[config.mk]
export PLATFORM = sky130hd
export DESIGN_NAME = spi_status_regs
export DESIGN_NICKNAME = d
export VERILOG_FILES = /design/src/rtl/spi_status_pkg.sv /design/src/rtl/spi_chan_status.sv /design/src/rtl/spi_status_regs.sv
export SDC_FILE = /design/constraint.sdc
export NUM_CORES = 1
export LEC_CHECK = 0
export CORE_MARGIN = 2
export CORE_UTILIZATION = 55
export CTS_CLUSTER_SIZE = 8
export DETAILED_ROUTE_END_ITERATION = 10
export PLACE_DENSITY = 0.82
export SYNTH_ARGS = -nofsm -noshare
export SYNTH_HDL_FRONTEND = slang
export SYNTH_SLANG_ARGS = --single-unit
export TNS_END_PERCENT = 10
[constraint.sdc]
create_clock -name clk -period 13.91 [get_ports clk]
set_input_delay 3.4775 -clock clk [delete_from_list [all_inputs] [get_ports clk]]
set_output_delay 3.4775 -clock clk [all_outputs]
set_load 0.02 [all_outputs]
[src/rtl/spi_status_pkg.sv]
// Shared constants for the SpeedSPI status register file.
// Holds the last-result codes and the register-map offsets used by the decoder.
package spi_status_pkg;

  typedef enum logic [1:0] {
    STAT_NONE  = 2'd0,
    STAT_OK    = 2'd1,
    STAT_ERR_A = 2'd2,
    STAT_ERR_B = 2'd3
  } stat_code_e;

  localparam int REG_CTRL      = 0;
  localparam int REG_PEND      = 1;
  localparam int REG_CH_BASE   = 2;
  localparam int REG_CH_STRIDE = 2;

endpackage

[src/rtl/spi_chan_status.sv]
// Per-channel status: resolves success/error strobes into a sticky code,
// two saturating counters and a pending flag with W1C clear.
module spi_chan_status
  import spi_status_pkg::*;
#(
  parameter int CNT_W = 16
) (
  input  logic             clk,
  input  logic             rst_n,
  input  logic             success,
  input  logic [1:0]       error,
  input  logic             pend_clr,
  input  logic             cnt_clr,
  output logic [1:0]       code,
  output logic [CNT_W-1:0] succ_cnt,
  output logic [CNT_W-1:0] err_cnt,
  output logic             pend
);

  localparam logic [CNT_W-1:0] CNT_MAX = '1;
  localparam logic [CNT_W-1:0] CNT_ONE = CNT_W'(1);

  logic             err_ev;
  logic             ok_ev;
  logic [CNT_W-1:0] succ_base;
  logic [CNT_W-1:0] err_base;

  // Code 01 on the error lines is "ignored"; only 10/11 are real errors.
  assign err_ev = error[1];
  assign ok_ev  = success & ~err_ev;

  // A counter clear lands first, so a same-cycle event counts from zero.
  always_comb begin
    succ_base = cnt_clr ? '0 : succ_cnt;
    err_base  = cnt_clr ? '0 : err_cnt;
  end

  always_ff @(posedge clk) begin
    if (!rst_n) begin
      code     <= STAT_NONE;
      succ_cnt <= '0;
      err_cnt  <= '0;
      pend     <= 1'b0;
    end else begin
      if (err_ev) begin
        code <= error[0] ? STAT_ERR_B : STAT_ERR_A;
      end else if (success) begin
        code <= STAT_OK;
      end
      succ_cnt <= (ok_ev && succ_base != CNT_MAX) ? succ_base + CNT_ONE : succ_base;
      err_cnt  <= (err_ev && err_base != CNT_MAX) ? err_base + CNT_ONE : err_base;
      if (err_ev || success) begin
        pend <= 1'b1;
      end else if (pend_clr) begin
        pend <= 1'b0;
      end
    end
  end

endmodule

[src/rtl/spi_status_regs.sv]
// Avalon-MM status/control register file for the SpeedSPI engines: address
// decode, IRQ enable, registered read data and the level interrupt.
module spi_status_regs
  import spi_status_pkg::*;
#(
  parameter int OFFSET   = 1,
  parameter int CHANNELS = 4,
  parameter int CNT_W    = 16
) (
  input  logic                  clk,
  input  logic                  rst_n,
  input  logic [CHANNELS-1:0]   success,
  input  logic [2*CHANNELS-1:0] error,
  input  logic                  avs_s0_read,
  input  logic                  avs_s0_write,
  input  logic [15:0]           avs_s0_address,
  input  logic [31:0]           avs_s0_writedata,
  output logic [31:0]           avs_s0_readdata,
  output logic                  irq
);

  localparam logic [15:0] OFF = 16'(OFFSET);

  logic                in_win;
  logic [15:0]         rel;
  logic [CHANNELS-1:0] ctrl;
  logic [CHANNELS-1:0] pend;
  logic [CHANNELS-1:0] pend_clr;
  logic [CHANNELS-1:0] cnt_clr;
  logic                wr_ctrl;
  logic [31:0]         rd_val;
  logic [1:0]          code     [CHANNELS];
  logic [CNT_W-1:0]    succ_cnt [CHANNELS];
  logic [CNT_W-1:0]    err_cnt  [CHANNELS];
  logic                unused_wdata;

  assign in_win       = avs_s0_address >= OFF;
  assign rel          = avs_s0_address - OFF;
  assign unused_wdata = ^avs_s0_writedata[31:CHANNELS];

  // Anything outside the window decodes to nothing: reads 0, writes dropped.
  always_comb begin
    rd_val   = '0;
    pend_clr = '0;
    cnt_clr  = '0;
    wr_ctrl  = 1'b0;
    if (in_win) begin
      if (rel == 16'(REG_CTRL)) begin
        rd_val  = 32'(ctrl);
        wr_ctrl = avs_s0_write;
      end
      if (rel == 16'(REG_PEND)) begin
        rd_val = 32'(pend);
        if (avs_s0_write) pend_clr = avs_s0_writedata[CHANNELS-1:0];
      end
      for (int c = 0; c < CHANNELS; c++) begin
        if (rel == 16'(REG_CH_BASE + REG_CH_STRIDE * c)) begin
          rd_val = 32'(code[c]);
        end
        if (rel == 16'(REG_CH_BASE + REG_CH_STRIDE * c + 1)) begin
          rd_val     = (32'(err_cnt[c]) << 16) | 32'(succ_cnt[c]);
          cnt_clr[c] = avs_s0_write;
        end
      end
    end
  end

  always_ff @(posedge clk) begin
    if (!rst_n) begin
      ctrl            <= '0;
      avs_s0_readdata <= '0;
      irq             <= 1'b0;
    end else begin
      if (wr_ctrl) ctrl <= avs_s0_writedata[CHANNELS-1:0];
      avs_s0_readdata <= avs_s0_read ? rd_val : '0;
      irq             <= |(pend & ctrl);
    end
  end

  for (genvar g = 0; g < CHANNELS; g++) begin : g_chan
    spi_chan_status #(.CNT_W(CNT_W)) u_chan (
      .clk      (clk),
      .rst_n    (rst_n),
      .success  (success[g]),
      .error    (error[2*g+1 -: 2]),
      .pend_clr (pend_clr[g]),
      .cnt_clr  (cnt_clr[g]),
      .code     (code[g]),
      .succ_cnt (succ_cnt[g]),
      .err_cnt  (err_cnt[g]),
      .pend     (pend[g])
    );
  end

endmodule

==> results.sh <==
export IMPL_status="completed"
export IMPL_synth_top_cell_by_area="dfxtp_1"
export IMPL_hold_buffers=0
export IMPL_start_util_pct=56.5
export IMPL_synth_compound_area_share_pct=16.0
export IMPL_power_density_mw_per_mm2=101
export IMPL_worstMarginPinSlew_ns=0.919
export IMPL_ant_nets=0
export IMPL_drive_gt1_share_pct=5.49
export IMPL_grt_pass1_wl_mm=38.6
export IMPL_final_cells=1346
export IMPL_syn_avg_cell_area_um2=8.39
export IMPL_rows=46
export IMPL_maxCapViolations=0
export IMPL_dr_pass1_iters=6
export IMPL_syn_nets=1147
export IMPL_cpLargestDelayFamily="simple AND/OR/NAND/NOR gates"
export IMPL_drtIter0Drc=916
export IMPL_crit_arrival_ns=7.70
export IMPL_synth_area_mux_share_pct=0.972
export IMPL_crit_path_end_kind="flop"
export IMPL_die_area_mm2=0.0174
export IMPL_overflow=0
export IMPL_worst_path_buf_inv=1
export IMPL_slew_viol_final=0
export IMPL_globalplace_congestion=0.942
export IMPL_fmax_ghz=0.136
export IMPL_cts_buffers=17
export IMPL_clockRootBuffer="clkbuf_16"
export IMPL_cts_clk_slew_worst_paths_ns=0.07
export IMPL_htree_levels=4
export IMPL_path_cells="clkdlybuf4s50_1, nor4_4, xor2_4, nor3_4, nor2b_1, ha_1, nand4_1, nor4_1, or4_1, nor3b_1, xnor2_1, nor2_1"
export IMPL_die_h_um=132
export IMPL_clock_sinks=177
export IMPL_yosys_area_share_xor_xnor_pct=8.95
export IMPL_core_mm2=0.0159
export IMPL_required_ns=14.23
export IMPL_hpwl_mm=17.1
export IMPL_peakVddDrop_uv=94.6
export IMPL_slew_headroom_pct=38.6
export IMPL_p_leak_nw=3.34
export IMPL_grt_pass1_vias=7679
export IMPL_drcViolationCount=0
export IMPL_ys_top_cells_by_area="dfxtp_1 39%, nor2_1 7.2%, xor2_1 4.8%"
export IMPL_synthAdderAreaFrac_pct=1.11
export IMPL_synthFlopType="dfxtp_1"
export IMPL_crit_type="in -> reg"
export IMPL_netlist_area_mm2=0.00901
export IMPL_finalSetupTns_ns=0
export IMPL_synth_top_area_share_pct=39.3
export IMPL_finalCritPeriodShare_pct=53.1
export IMPL_wirelength_mm=23.7
export IMPL_synth_seq_area_share_pct=39.3
export IMPL_nets=1189
export IMPL_postSynthCellCount=1075
export IMPL_path_max_fanout=21
export IMPL_die_w_um=132
export IMPL_grt_start_max_net_pins=32
export IMPL_hold_violations=0
export IMPL_track_usage_pct=27.3
export IMPL_ctsResizeCount=0
export IMPL_wl_per_cell_um=17.6
export IMPL_synthSimpleGateAreaFrac_pct=29.8
export IMPL_synth_edff_count=0
export IMPL_placed_cells=1314
export IMPL_synthArstFlopShare_pct=0
export IMPL_synthToLayoutAreaGrowth_pct=14.4
export IMPL_setup_viol=0
export IMPL_port_buffers=68
export IMPL_antenna_cells=0
export IMPL_avgViaCountPerCell=6.19
export IMPL_period_needed_ns=7.38
export IMPL_cts_tree="built"
export IMPL_p_total_mw=1.04
export IMPL_clock_latency_ns=0.44
export IMPL_finClkSkew_ns=0.00412
export IMPL_cp_slowest_stage_delay_ns=0.78
export IMPL_hold_path_class="reg -> reg"
export IMPL_ys_top_cells_by_count="177 x dfxtp_1, 173 x nor2_1, 82 x nand2_1"
export IMPL_placed_area_mm2=0.00976
export IMPL_stdcell_area_mm2=0.0103
export IMPL_vias=8336
export IMPL_synth_top_family_by_area="simple AND/OR/NAND/NOR gates"
export IMPL_cp_start_kind="input port"
export IMPL_clock_path_buffers=2
export IMPL_yosysUniqueCellTypes=76
export IMPL_grt_setup_unrepaired="false"
export IMPL_ios=97
export IMPL_critPathSlowestCell="clkdlybuf4s50_1"
export IMPL_post_cts_buffers=0
export IMPL_synth_most_common_cell="dfxtp_1"
export IMPL_antenna_found_initial=0
export IMPL_synth_seq_cells=177
export IMPL_ys_warn_count=0
==> logic make-up after synthesis <==
logic type	count (synthesis)
and+or+nand+nor	519
buffers and inverters	75
DFF	177
AOI/OAI and AO/OA	198
adders and majority gates	8
muxes	8
xor gates and xnor gates	90
==> metal layers <==
metal	global-route usage, %	up-vias	share of wire [%]	routed length [um]
met1	36.9	3912	43	10200
met2	42.1	404	45	10600
met3	7.15	57	9.3	2200
met4	9.84	0	2.9	688
met5	0	-	0	0
li1	-	3963	-	-
==> stage by stage <==
| step | utilization, % | setup WS [ns] | hold slack, ns |
|---|---|---|---|
| CTS | 64.7 | 6.60 | 0.477 |
| detailed placement | 61.2 | 6.16 | 0.468 |
| global placement | 61.2 | 6.20 | 0.457 |
| floorplan | - | 7.00 | 0.442 |
| global route | 64.7 | 6.33 | 0.513 |
| finish | 64.7 | 6.53 | 0.476 |
==> placed cells by master, fill, tap and decap left out, drive strengths merged, types with 6 or more instances in the layout <==
cell type        n
a21boi           8
a21oi           49
a221o           24
a22oi           33
and2            19
and3            16
and4            13
buf              6
clkbuf          22
clkdlybuf4s50   68
dfxtp          177
ha               8
inv             23
mux2             6
nand2           84
nand2b           6
nand3           54
nand4           46
nor2           173
nor2b           18
nor3            30
nor3b            8
nor4            16
nor4b            6
o211ai           6
o21ai           29
or3             11
or4              7
xnor2           40
xor2            50
==> layout make-up <==
class	count	area, um^2
Fill cell	1355	5630
Multi-Input combinational cell	823	5130
Sequential cell	177	3540
Timing Repair Buffer	74	726
Clock buffer	22	444
Tap cell	216	270
Clock inverter	10	113
Inverter	24	90.1
==> power breakdown <==
group / total [mW] / internal, mW / switching [mW]
Clock: 0.462 / 0.263 / 0.199
Sequential: 0.518 / 0.513 / 0.00571
Combinational: 0.0570 / 0.0222 / 0.0348
==> state kept, by name (all words and copies together), names as in the netlist <==
register	flops
g_chan.u_chan.err_cnt	64
g_chan.u_chan.succ_cnt	64
ctrl	4
g_chan.u_chan.pend	4
irq	1
g_chan.u_chan.code	8
avs_s0_readdata	32
==> final timing paths <==
check	start	end	slack, ns	cells past startpoint
setup / recovery	avs_s0_address[1]	g_chan[2].u_chan.succ_cnt[14]	6.53	12
hold / removal	ctrl[3]	ctrl[3]	0.48	2
setup reg to reg	g_chan[2].u_chan.err_cnt[0]	g_chan[2].u_chan.err_cnt[2]	11.56	8
hold reg to reg	ctrl[3]	ctrl[3]	0.48	2
==> worst min-delay path, stage by stage (launching register included) <==
cell     delay (ns)
dfxtp_1        0.32
nand2_1        0.06
a21oi_1        0.05
Power figures use the tool's default switching activity.
